===== config.mk =====
export PLATFORM = sky130hd
export DESIGN_NAME = fb_write_scheduler_flat
export DESIGN_NICKNAME = d
export VERILOG_FILES = /design/src/rtl/fb_write_scheduler_if.sv /design/src/rtl/fb_write_scheduler.sv /design/src/flat_wrapper.sv
export SDC_FILE = /design/constraint.sdc
export NUM_CORES = 1
export LEC_CHECK = 0
export BUFFER_PORTS_ARGS = -buffer_cell sky130_fd_sc_hd__buf_4
export CORE_MARGIN = 3
export CORE_UTILIZATION = 50
export DETAILED_ROUTE_END_ITERATION = 8
export GPL_TIMING_DRIVEN = 1
export PLACE_DENSITY = 0.76
export SETUP_SLACK_MARGIN = 0.2
export SLEW_MARGIN = 20
export SYNTH_ARGS = -nofsm -noshare
export SYNTH_HDL_FRONTEND = slang
export SYNTH_SLANG_ARGS = --single-unit

===== constraint.sdc =====
create_clock -name gpu_clk -period 2.15 [get_ports gpu_clk]
set_input_delay 0.43 -clock gpu_clk [delete_from_list [all_inputs] [get_ports gpu_clk]]
set_output_delay 0.43 -clock gpu_clk [all_outputs]
set_load 0.05 [all_outputs]

===== src/rtl/fb_write_scheduler_if.sv =====
// -----------------------------------------------------------------------------
// fb_write_scheduler_if
//
// Bundles every handshake and bus signal of the frame-buffer write scheduler.
//
//   Rasterizer request : rast_valid, rast_x, rast_y, rast_color -> rast_ready
//   Host request       : host_valid, host_x, host_y, host_color -> host_ready
//   Clear control      : clr_start, clr_color -> clr_busy, clr_done
//   Frame buffer port  : fb_we, fb_addr, fb_data
//   Status             : drop_cnt (out-of-range requests dropped)
//
// Modports:
//   master : the requester side (rasterizer, host, clear control).
//   slave  : the scheduler itself.
// -----------------------------------------------------------------------------
interface fb_write_scheduler_if #(
    parameter int ADDR_W = 17,
    parameter int PIX_W  = 4,
    parameter int X_W    = 9,
    parameter int Y_W    = 8
);
    logic              rast_valid;
    logic              rast_ready;
    logic [X_W-1:0]    rast_x;
    logic [Y_W-1:0]    rast_y;
    logic [PIX_W-1:0]  rast_color;

    logic              host_valid;
    logic              host_ready;
    logic [X_W-1:0]    host_x;
    logic [Y_W-1:0]    host_y;
    logic [PIX_W-1:0]  host_color;

    logic              clr_start;
    logic [PIX_W-1:0]  clr_color;
    logic              clr_busy;
    logic              clr_done;

    logic              fb_we;
    logic [ADDR_W-1:0] fb_addr;
    logic [PIX_W-1:0]  fb_data;

    logic [15:0]       drop_cnt;

    modport master (
        output rast_valid, rast_x, rast_y, rast_color,
        output host_valid, host_x, host_y, host_color,
        output clr_start, clr_color,
        input  rast_ready, host_ready,
        input  clr_busy, clr_done,
        input  fb_we, fb_addr, fb_data,
        input  drop_cnt
    );

    modport slave (
        input  rast_valid, rast_x, rast_y, rast_color,
        input  host_valid, host_x, host_y, host_color,
        input  clr_start, clr_color,
        output rast_ready, host_ready,
        output clr_busy, clr_done,
        output fb_we, fb_addr, fb_data,
        output drop_cnt
    );
endinterface


===== src/rtl/fb_write_scheduler.sv =====
// -----------------------------------------------------------------------------
// fb_write_scheduler
//
// Write-side controller for the 320x240, 4-bit frame buffer GPU write port.
// Round-robin arbitration between rasterizer and host pixel writes
// (valid/ready), (x,y) -> linear address conversion, and a full-screen clear
// sequencer that owns the write port while it runs.
//
// Ports:
//   gpu_clk    : clock shared with the frame buffer write port
//   gpu_rst_n  : asynchronous active-low reset
//   bus        : fb_write_scheduler_if.slave carrying both request channels,
//                clear control, frame buffer write port and drop counter
//
// Timing:
//   - ready is combinational (ready = grant); a transfer accepted at an edge
//     appears on fb_we/fb_addr/fb_data in the following cycle.
//   - clr_start in IDLE starts H_RES*V_RES consecutive write cycles beginning
//     the cycle after clr_start; clr_done marks the final write.
// -----------------------------------------------------------------------------
module fb_write_scheduler #(
    parameter int H_RES  = 320,
    parameter int V_RES  = 240,
    parameter int ADDR_W = 17,
    parameter int PIX_W  = 4,
    parameter int X_W    = 9,
    parameter int Y_W    = 8
) (
    input  logic                 gpu_clk,
    input  logic                 gpu_rst_n,
    fb_write_scheduler_if.slave  bus
);

    localparam int N_REQ    = 2;
    localparam int REQ_RAST = 0;
    localparam int REQ_HOST = 1;

    localparam logic [0:0] ST_IDLE  = 1'b0;
    localparam logic [0:0] ST_CLEAR = 1'b1;

    localparam logic [ADDR_W-1:0] CLR_LAST    = ADDR_W'(H_RES * V_RES - 1);
    localparam logic [ADDR_W-1:0] ADDR_STRIDE = ADDR_W'(H_RES);
    localparam logic [X_W-1:0]    X_LIMIT     = X_W'(H_RES);
    localparam logic [Y_W-1:0]    Y_LIMIT     = Y_W'(V_RES);

    // -------------------------------------------------------------------------
    // State
    // -------------------------------------------------------------------------
    logic [0:0]        state_q, state_d;
    // Index of the requester granted most recently; resets to host so the
    // rasterizer wins the first tie.
    logic              last_grant_q, last_grant_d;
    logic              fb_we_q, fb_we_d;
    // During a clear fb_addr_q doubles as the clear counter: the address on
    // the port is exactly the pixel being cleared this cycle.
    logic [ADDR_W-1:0] fb_addr_q, fb_addr_d;
    logic [PIX_W-1:0]  fb_data_q, fb_data_d;
    logic [PIX_W-1:0]  clr_color_q, clr_color_d;
    logic              clr_done_q, clr_done_d;
    logic [15:0]       drop_cnt_q, drop_cnt_d;

    // -------------------------------------------------------------------------
    // Requester view as arrays so both channels share one piece of logic
    // -------------------------------------------------------------------------
    logic [N_REQ-1:0]  req_valid;
    logic [X_W-1:0]    req_x     [N_REQ];
    logic [Y_W-1:0]    req_y     [N_REQ];
    logic [PIX_W-1:0]  req_color [N_REQ];

    assign req_valid[REQ_RAST] = bus.rast_valid;
    assign req_x[REQ_RAST]     = bus.rast_x;
    assign req_y[REQ_RAST]     = bus.rast_y;
    assign req_color[REQ_RAST] = bus.rast_color;

    assign req_valid[REQ_HOST] = bus.host_valid;
    assign req_x[REQ_HOST]     = bus.host_x;
    assign req_y[REQ_HOST]     = bus.host_y;
    assign req_color[REQ_HOST] = bus.host_color;

    logic [N_REQ-1:0]  grant;
    logic [N_REQ-1:0]  req_in_range;
    logic [ADDR_W-1:0] req_addr [N_REQ];
    logic              arb_open;

    // Arbitration is closed for the clr_start cycle itself and for the whole
    // clear, so no request can be accepted and then lost to the sequencer.
    assign arb_open = (state_q == ST_IDLE) && !bus.clr_start;

    for (genvar gi = 0; gi < N_REQ; gi++) begin : gen_req
        localparam logic [0:0] OTHER_IDX = 1'(N_REQ - 1 - gi);

        assign req_in_range[gi] = (req_x[gi] < X_LIMIT) && (req_y[gi] < Y_LIMIT);

        // Full ADDR_W product: 239*320+319 = 76799 fits without truncation.
        assign req_addr[gi] = ADDR_W'(req_y[gi]) * ADDR_STRIDE + ADDR_W'(req_x[gi]);

        // Granted if valid and either alone or not the most recent winner.
        assign grant[gi] = arb_open && req_valid[gi] &&
                           (!req_valid[OTHER_IDX] || (last_grant_q == OTHER_IDX));
    end

    // Selected request (only meaningful when xfer is high).
    logic              xfer;
    logic [0:0]        sel_idx;
    logic              sel_in_range;
    logic [ADDR_W-1:0] sel_addr;
    logic [PIX_W-1:0]  sel_color;

    assign xfer         = |grant;
    assign sel_idx      = grant[REQ_HOST];
    assign sel_in_range = req_in_range[sel_idx];
    assign sel_addr     = req_addr[sel_idx];
    assign sel_color    = req_color[sel_idx];

    // -------------------------------------------------------------------------
    // Next-state logic
    // -------------------------------------------------------------------------
    always_comb begin
        state_d      = state_q;
        last_grant_d = last_grant_q;
        fb_we_d      = 1'b0;
        fb_addr_d    = fb_addr_q;
        fb_data_d    = fb_data_q;
        clr_color_d  = clr_color_q;
        clr_done_d   = 1'b0;
        drop_cnt_d   = drop_cnt_q;

        case (state_q)
            ST_IDLE: begin
                if (bus.clr_start) begin
                    // First clear write (address 0) goes out next cycle.
                    state_d     = ST_CLEAR;
                    clr_color_d = bus.clr_color;
                    fb_we_d     = 1'b1;
                    fb_addr_d   = '0;
                    fb_data_d   = bus.clr_color;
                end else if (xfer) begin
                    last_grant_d = grant[REQ_HOST];
                    if (sel_in_range) begin
                        fb_we_d   = 1'b1;
                        fb_addr_d = sel_addr;
                        fb_data_d = sel_color;
                    end else if (drop_cnt_q != 16'hFFFF) begin
                        drop_cnt_d = drop_cnt_q + 16'd1;
                    end
                end
            end

            ST_CLEAR: begin
                if (fb_addr_q == CLR_LAST) begin
                    // Final write is on the port now; arbitration resumes next.
                    state_d = ST_IDLE;
                end else begin
                    fb_we_d    = 1'b1;
                    fb_addr_d  = fb_addr_q + ADDR_W'(1);
                    fb_data_d  = clr_color_q;
                    clr_done_d = (fb_addr_q == CLR_LAST - ADDR_W'(1));
                end
            end

            default: begin
                state_d = ST_IDLE;
            end
        endcase
    end

    // -------------------------------------------------------------------------
    // Registers
    // -------------------------------------------------------------------------
    always_ff @(posedge gpu_clk or negedge gpu_rst_n) begin
        if (!gpu_rst_n) begin
            state_q      <= ST_IDLE;
            last_grant_q <= 1'b1;
            fb_we_q      <= 1'b0;
            fb_addr_q    <= '0;
            fb_data_q    <= '0;
            clr_color_q  <= '0;
            clr_done_q   <= 1'b0;
            drop_cnt_q   <= '0;
        end else begin
            state_q      <= state_d;
            last_grant_q <= last_grant_d;
            fb_we_q      <= fb_we_d;
            fb_addr_q    <= fb_addr_d;
            fb_data_q    <= fb_data_d;
            clr_color_q  <= clr_color_d;
            clr_done_q   <= clr_done_d;
            drop_cnt_q   <= drop_cnt_d;
        end
    end

    // -------------------------------------------------------------------------
    // Outputs
    // -------------------------------------------------------------------------
    // Gated by reset so readys are low while reset is held, whatever valid does.
    assign bus.rast_ready = grant[REQ_RAST] & gpu_rst_n;
    assign bus.host_ready = grant[REQ_HOST] & gpu_rst_n;

    assign bus.clr_busy = (state_q == ST_CLEAR);
    assign bus.clr_done = clr_done_q;
    assign bus.fb_we    = fb_we_q;
    assign bus.fb_addr  = fb_addr_q;
    assign bus.fb_data  = fb_data_q;
    assign bus.drop_cnt = drop_cnt_q;

endmodule


===== src/flat_wrapper.sv =====
// flat-port wrapper written by rule: the top's interface ports become plain ports
module fb_write_scheduler_flat 
#(
    parameter int H_RES  = 320,
    parameter int V_RES  = 240,
    parameter int ADDR_W = 17,
    parameter int PIX_W  = 4,
    parameter int X_W    = 9,
    parameter int Y_W    = 8
)
  (gpu_clk, gpu_rst_n, bus_rast_valid, bus_rast_x, bus_rast_y, bus_rast_color, bus_host_valid, bus_host_x, bus_host_y, bus_host_color, bus_clr_start, bus_clr_color, bus_rast_ready, bus_host_ready, bus_clr_busy, bus_clr_done, bus_fb_we, bus_fb_addr, bus_fb_data, bus_drop_cnt);
  fb_write_scheduler_if #(.ADDR_W(ADDR_W), .PIX_W(PIX_W), .X_W(X_W), .Y_W(Y_W)) bus_i ();
  input  logic gpu_clk;
  input  logic gpu_rst_n;
  input wire logic [$bits(bus_i.rast_valid)-1:0] bus_rast_valid;
  input wire logic [$bits(bus_i.rast_x)-1:0] bus_rast_x;
  input wire logic [$bits(bus_i.rast_y)-1:0] bus_rast_y;
  input wire logic [$bits(bus_i.rast_color)-1:0] bus_rast_color;
  input wire logic [$bits(bus_i.host_valid)-1:0] bus_host_valid;
  input wire logic [$bits(bus_i.host_x)-1:0] bus_host_x;
  input wire logic [$bits(bus_i.host_y)-1:0] bus_host_y;
  input wire logic [$bits(bus_i.host_color)-1:0] bus_host_color;
  input wire logic [$bits(bus_i.clr_start)-1:0] bus_clr_start;
  input wire logic [$bits(bus_i.clr_color)-1:0] bus_clr_color;
  output wire logic [$bits(bus_i.rast_ready)-1:0] bus_rast_ready;
  output wire logic [$bits(bus_i.host_ready)-1:0] bus_host_ready;
  output wire logic [$bits(bus_i.clr_busy)-1:0] bus_clr_busy;
  output wire logic [$bits(bus_i.clr_done)-1:0] bus_clr_done;
  output wire logic [$bits(bus_i.fb_we)-1:0] bus_fb_we;
  output wire logic [$bits(bus_i.fb_addr)-1:0] bus_fb_addr;
  output wire logic [$bits(bus_i.fb_data)-1:0] bus_fb_data;
  output wire logic [$bits(bus_i.drop_cnt)-1:0] bus_drop_cnt;
  assign bus_i.rast_valid = bus_rast_valid;
  assign bus_i.rast_x = bus_rast_x;
  assign bus_i.rast_y = bus_rast_y;
  assign bus_i.rast_color = bus_rast_color;
  assign bus_i.host_valid = bus_host_valid;
  assign bus_i.host_x = bus_host_x;
  assign bus_i.host_y = bus_host_y;
  assign bus_i.host_color = bus_host_color;
  assign bus_i.clr_start = bus_clr_start;
  assign bus_i.clr_color = bus_clr_color;
  assign bus_rast_ready = bus_i.rast_ready;
  assign bus_host_ready = bus_i.host_ready;
  assign bus_clr_busy = bus_i.clr_busy;
  assign bus_clr_done = bus_i.clr_done;
  assign bus_fb_we = bus_i.fb_we;
  assign bus_fb_addr = bus_i.fb_addr;
  assign bus_fb_data = bus_i.fb_data;
  assign bus_drop_cnt = bus_i.drop_cnt;
  fb_write_scheduler #(.H_RES(H_RES), .V_RES(V_RES), .ADDR_W(ADDR_W), .PIX_W(PIX_W), .X_W(X_W), .Y_W(Y_W)) u_core (.gpu_clk(gpu_clk), .gpu_rst_n(gpu_rst_n), .bus(bus_i));
endmodule

==> metrics.txt <==
# TYPE chip_impl_metric gauge
chip_impl_info{name="hold_path.class",value="primary input to async pin"} 1
chip_impl_metric{name="p_leak",unit="uW"} 0.00273
chip_impl_metric{name="nNetsFinal",unit=""} 681
chip_impl_metric{name="timing_hold_violations_final",unit=""} 0
chip_impl_metric{name="synth_cells",unit=""} 425
chip_impl_info{name="ys.flop_type",value="sky130_fd_sc_hd__dfrtp_1"} 1
chip_impl_metric{name="power_density",unit="nW/um^2"} 715
chip_impl_info{name="critical-path-slowest-cell",value="sky130_fd_sc_hd__fa_2"} 1
chip_impl_metric{name="detail_route.wirelength",unit="mm"} 13.8
chip_impl_metric{name="yosys_warnings",unit=""} 0
chip_impl_metric{name="ctsHoldBuffers",unit=""} 0
chip_impl_metric{name="area_of_the_die",unit="um^2"} 8480
chip_impl_metric{name="gr-usage-all-layers",unit="%"} 27.3
chip_impl_info{name="outcome",value="finished, violations left"} 1
chip_impl_metric{name="synth_seq_area_share",unit="%"} 30.4
chip_impl_metric{name="clkSinkCount",unit=""} 45
chip_impl_metric{name="first_pass_iteration_count_of_the_detailed_router",unit=""} 5
chip_impl_metric{name="floorplan.io_pins",unit=""} 93
chip_impl_metric{name="finClkSkew",unit="ns"} 0.0164
chip_impl_metric{name="worstPathArrival",unit="ns"} 2.65
chip_impl_info{name="synth_top_family_by_area",value="simple AND/OR/NAND/NOR gates"} 1
chip_impl_metric{name="synthSimpleGateAreaFrac",unit="%"} 22.8
chip_impl_metric{name="worst_pin_slew",unit="ns"} 0.590
chip_impl_metric{name="dpl-instance-area",unit="um^2"} 5140
chip_impl_metric{name="worst_r2r_path_depth",unit=""} 8
chip_impl_metric{name="finalSetupTns",unit="ns"} -0.930
chip_impl_metric{name="setup_ws",unit="ns"} -0.264
chip_impl_metric{name="netlist-cell-type-count",unit=""} 64
chip_impl_metric{name="synth_xor_xnor_area_share",unit="%"} 9.22
chip_impl_metric{name="fin_area",unit="um^2"} 5830
chip_impl_info{name="kind_of_start_point_of_the_critical_path",value="primary input"} 1
chip_impl_metric{name="route.vias.total",unit=""} 4206
chip_impl_metric{name="tritoncts.num_buffers",unit=""} 5
chip_impl_metric{name="maxSlewHeadroom",unit="%"} 60.3
chip_impl_metric{name="yosys_register_bits",unit=""} 45
chip_impl_metric{name="die_width",unit="um"} 92.1
chip_impl_metric{name="synthesis.area_per_instance",unit="um^2"} 8.72
chip_impl_metric{name="antenna_nets_post_route",unit=""} 0
chip_impl_metric{name="grt_pass1_vias",unit=""} 3924
chip_impl_metric{name="cap_violations",unit=""} 0
chip_impl_metric{name="fp.coreArea",unit="um^2"} 6980
chip_impl_metric{name="row_count",unit=""} 30
chip_impl_metric{name="cts_max_level",unit=""} 2
chip_impl_metric{name="post_route_cells_drive_above_1_share",unit="%"} 49.0
chip_impl_metric{name="synthMuxAreaShare",unit="%"} 1.79
chip_impl_metric{name="io_buffers",unit=""} 92
chip_impl_info{name="tritoncts_clock_tree",value="done"} 1
chip_impl_metric{name="netlist_area",unit="um^2"} 3710
chip_impl_metric{name="route.detailed.vias_per_inst",unit=""} 6.10
chip_impl_metric{name="clock_tree.buffer_depth",unit=""} 2
chip_impl_metric{name="drt_iter0_markers",unit=""} 368
chip_impl_metric{name="maxClockFrequency",unit="MHz"} 414
chip_impl_metric{name="clkLatencyLatePin",unit="ns"} 0.32
chip_impl_metric{name="synth_adder_area_share",unit="%"} 13.3
chip_impl_info{name="path_common_cell",value="sky130_fd_sc_hd__ha_4"} 1
chip_impl_metric{name="grt_first_pass_wirelength",unit="mm"} 18.9
chip_impl_info{name="layout_common_cells",value="sky130_fd_sc_hd__buf_4 (156), sky130_fd_sc_hd__nand2_1 (47), sky130_fd_sc_hd__dfrtp_1 (31)"} 1
chip_impl_info{name="grt_setup_unrepaired",value="yes"} 1
chip_impl_metric{name="globalplace.congestion",unit=""} 0.928
chip_impl_metric{name="post-place-cells",unit=""} 665
chip_impl_metric{name="place_ws",unit="ns"} -0.569
chip_impl_metric{name="final_critical_period",unit="ns"} 2.41
chip_impl_info{name="crit_path_cell_trace",value="buf_8 -> ha_4 -> ha_4 -> fa_2 -> a211oi_2 -> o21bai_1 -> a21oi_1 -> xor2_1 -> nor2_1 -> a31o_1 -> o31ai_2"} 1
chip_impl_metric{name="wl_per_cell",unit="um"} 20.0
chip_impl_metric{name="setup_viols_final",unit=""} 5
chip_impl_metric{name="edff_count_synth",unit=""} 0
chip_impl_metric{name="worst_ep_required_time",unit="ns"} 2.39
chip_impl_metric{name="async_set_or_reset_flop_fraction_in_the_synthesized_netlist",unit="%"} 100
chip_impl_metric{name="critical_path.max_fanout",unit=""} 3
chip_impl_metric{name="fp.dieH",unit="um"} 92.1
chip_impl_info{name="final_common_cell",value="sky130_fd_sc_hd__buf_4"} 1
chip_impl_metric{name="timing.final.max_slew_violations",unit=""} 0
chip_impl_metric{name="clk_pin_slew",unit="ns"} 0.10
chip_impl_info{name="rr_startpoint",value="u_core.bus.drop_cnt[0]"} 1
chip_impl_metric{name="antenna_found_initial",unit=""} 0
chip_impl_info{name="rr_endpoint",value="u_core.bus.drop_cnt[4]"} 1
chip_impl_metric{name="gr-total-overflow",unit=""} 0
chip_impl_metric{name="irDropWorstVdd",unit="uV"} 668
chip_impl_metric{name="fin_crit_sh",unit="%"} 112
chip_impl_metric{name="start_util",unit="%"} 53.1
chip_impl_metric{name="syn_nets",unit=""} 513
chip_impl_metric{name="synth_compound_gate_area_share",unit="%"} 19.5
chip_impl_metric{name="timing.critical_path.slowest_cell_delay",unit="ns"} 0.35
chip_impl_metric{name="detailedPlacementHpwl",unit="mm"} 8.46
chip_impl_metric{name="setup.reg_to_reg.worst_slack",unit="ns"} 0.07
chip_impl_info{name="failed_checks",value="negative setup slack"} 1
chip_impl_info{name="path_class",value="primary input to register"} 1
chip_impl_metric{name="area_growth_syn_to_layout",unit="%"} 57.2
chip_impl_metric{name="n_antenna_cell",unit=""} 0
chip_impl_metric{name="post-route-drc-count",unit=""} 0
chip_impl_info{name="setup.worst_path.end_class",value="register"} 1
chip_impl_metric{name="grt_start_max_net_pins",unit=""} 45
chip_impl_metric{name="layoutNonFillerInstCount",unit=""} 690
chip_impl_info{name="cts_root_buf",value="sky130_fd_sc_hd__clkbuf_8"} 1
chip_impl_metric{name="fill_cells",unit=""} 431
chip_impl_metric{name="fin_hold_ws",unit="ns"} 0.0618
metrics by stage:
step	total power, uW	utilization, %
3_3_place_gp	3110	73.7
2_1_floorplan	2410	-
6_report	4170	83.5
4_1_cts	3940	79.0
5_1_grt	4360	83.5
3_5_place_dp	3160	73.7
report_power, final:
| part | switching [uW] | total [uW] | internal, uW |
|---|---|---|---|
| Clock | 329 | 709 | 380 |
| Combinational | 1300 | 2260 | 954 |
| Sequential | 198 | 1200 | 1010 |
metal layers:
metal	up-vias	wire length (um)	GRT usage, %
li1	1892	-	-
met2	241	7130	45.0
met5	-	0	0
met1	2025	5060	36.4
met4	0	407	7.30
met3	48	1230	5.82
final cells by class:
| cell class | count | area [um^2] | share of cell area (%) |
|---|---|---|---|
| Clock buffer | 7 | 86.3 | 1.48 |
| Sequential cell | 45 | 1140 | 19.6 |
| Clock inverter | 1 | 30.0 | 0.515 |
| Timing Repair Buffer | 175 | 1410 | 24.1 |
| Multi-Input combinational cell | 355 | 3000 | 51.4 |
| Inverter | 11 | 46.3 | 0.795 |
| Tap cell | 96 | 120 | 2.06 |
worst max-delay path: cells and delay by family:
kind / cells / cell delay (ns)
adders and majority gates: 3 / 0.74
AOI/OAI and AO/OA: 5 / 0.99
xor gates and xnor gates: 1 / 0.30
buffers and inverters: 1 / 0.10
and+or+nand+nor: 1 / 0.08
logic make-up (layout without fill, tap and decap cells):
family                   Yosys count  count (layout)
buffers and inverters             25             194
flip-flops                        45              45
adder cells (fa/ha/maj)           37              37
multiplexers                       6               6
AO/OA/AOI/OAI                    112             112
AND/OR/NAND/NOR                  161             161
XOR/XNOR                          39              39
cell usage after synthesis, types with 2 or more instances:
library cell / instances / share of area [%]
sky130_fd_sc_hd__nand2b_1: 4 / 0.68
sky130_fd_sc_hd__nand3_1: 23 / 3.1
sky130_fd_sc_hd__a22oi_1: 2 / 0.41
sky130_fd_sc_hd__ha_1: 33 / 11
sky130_fd_sc_hd__nand4_1: 7 / 1.2
sky130_fd_sc_hd__dfrtp_1: 44 / 30
sky130_fd_sc_hd__clkbuf_1: 6 / 0.61
sky130_fd_sc_hd__o21ai_0: 23 / 3.1
sky130_fd_sc_hd__a221oi_1: 7 / 1.7
sky130_fd_sc_hd__buf_2: 4 / 0.54
sky130_fd_sc_hd__o21ai_1: 2 / 0.27
sky130_fd_sc_hd__mux2_2: 5 / 1.5
sky130_fd_sc_hd__and3_1: 8 / 1.4
sky130_fd_sc_hd__and2_1: 3 / 0.51
sky130_fd_sc_hd__nor2_1: 36 / 3.6
sky130_fd_sc_hd__nand3_2: 2 / 0.54
sky130_fd_sc_hd__a211oi_1: 4 / 0.81
sky130_fd_sc_hd__inv_1: 10 / 1.0
sky130_fd_sc_hd__o31ai_1: 2 / 0.41
sky130_fd_sc_hd__nor3_2: 4 / 1.1
sky130_fd_sc_hd__o22ai_1: 7 / 1.2
sky130_fd_sc_hd__and4_1: 2 / 0.47
sky130_fd_sc_hd__o21bai_1: 2 / 0.41
sky130_fd_sc_hd__xor2_1: 16 / 3.8
sky130_fd_sc_hd__a31oi_1: 6 / 1.0
sky130_fd_sc_hd__nand2_1: 51 / 5.2
sky130_fd_sc_hd__a21o_1: 7 / 1.4
sky130_fd_sc_hd__buf_4: 3 / 0.61
sky130_fd_sc_hd__a211o_1: 3 / 0.71
sky130_fd_sc_hd__xnor2_1: 23 / 5.4
sky130_fd_sc_hd__fa_1: 4 / 2.2
sky130_fd_sc_hd__a21oi_1: 31 / 4.2
sky130_fd_sc_hd__nor4_1: 2 / 0.34
sky130_fd_sc_hd__nor3_1: 6 / 0.81
sky130_fd_sc_hd__a31o_2: 2 / 0.47
sky130_fd_sc_hd__o211ai_1: 3 / 0.61
registers in the layout, indices dropped and copies added, names as in the netlist:
register             flops
u_core.last_grant_q      1
u_core.clr_color_q       4
u_core.bus.drop_cnt     16
u_core.bus.clr_busy      1
u_core.bus.fb_data       4
u_core.bus.fb_we         1
u_core.bus.fb_addr      17
u_core.bus.clr_done      1
how the worst max path moves through the flow:
stage | startpoint | end | slack (ns) | cells after the start
6_report | bus_host_y[3] | u_core.bus.fb_addr[15] | -0.26 | 11
5_1_grt | bus_host_y[3] | u_core.bus.fb_addr[15] | -0.41 | 11
4_1_cts | bus_host_y[3] | u_core.bus.fb_addr[15] | -0.21 | 11
3_5_place_dp | bus_rast_y[1] | u_core.bus.fb_addr[15] | -0.57 | 11
3_3_place_gp | bus_host_y[1] | u_core.bus.fb_addr[15] | -0.51 | 11
2_1_floorplan | bus_host_y[1] | u_core.bus.fb_addr[15] | -0.37 | 10
what timing repair did:
item,4_1_cts,5_1_grt
gates resized for setup,34,51
pin swaps,29,29
buffers inserted,11,6
endpoints found under the setup margin,23,27
hold endpoints to repair,0,0
(Power assumes the default switching activity.)
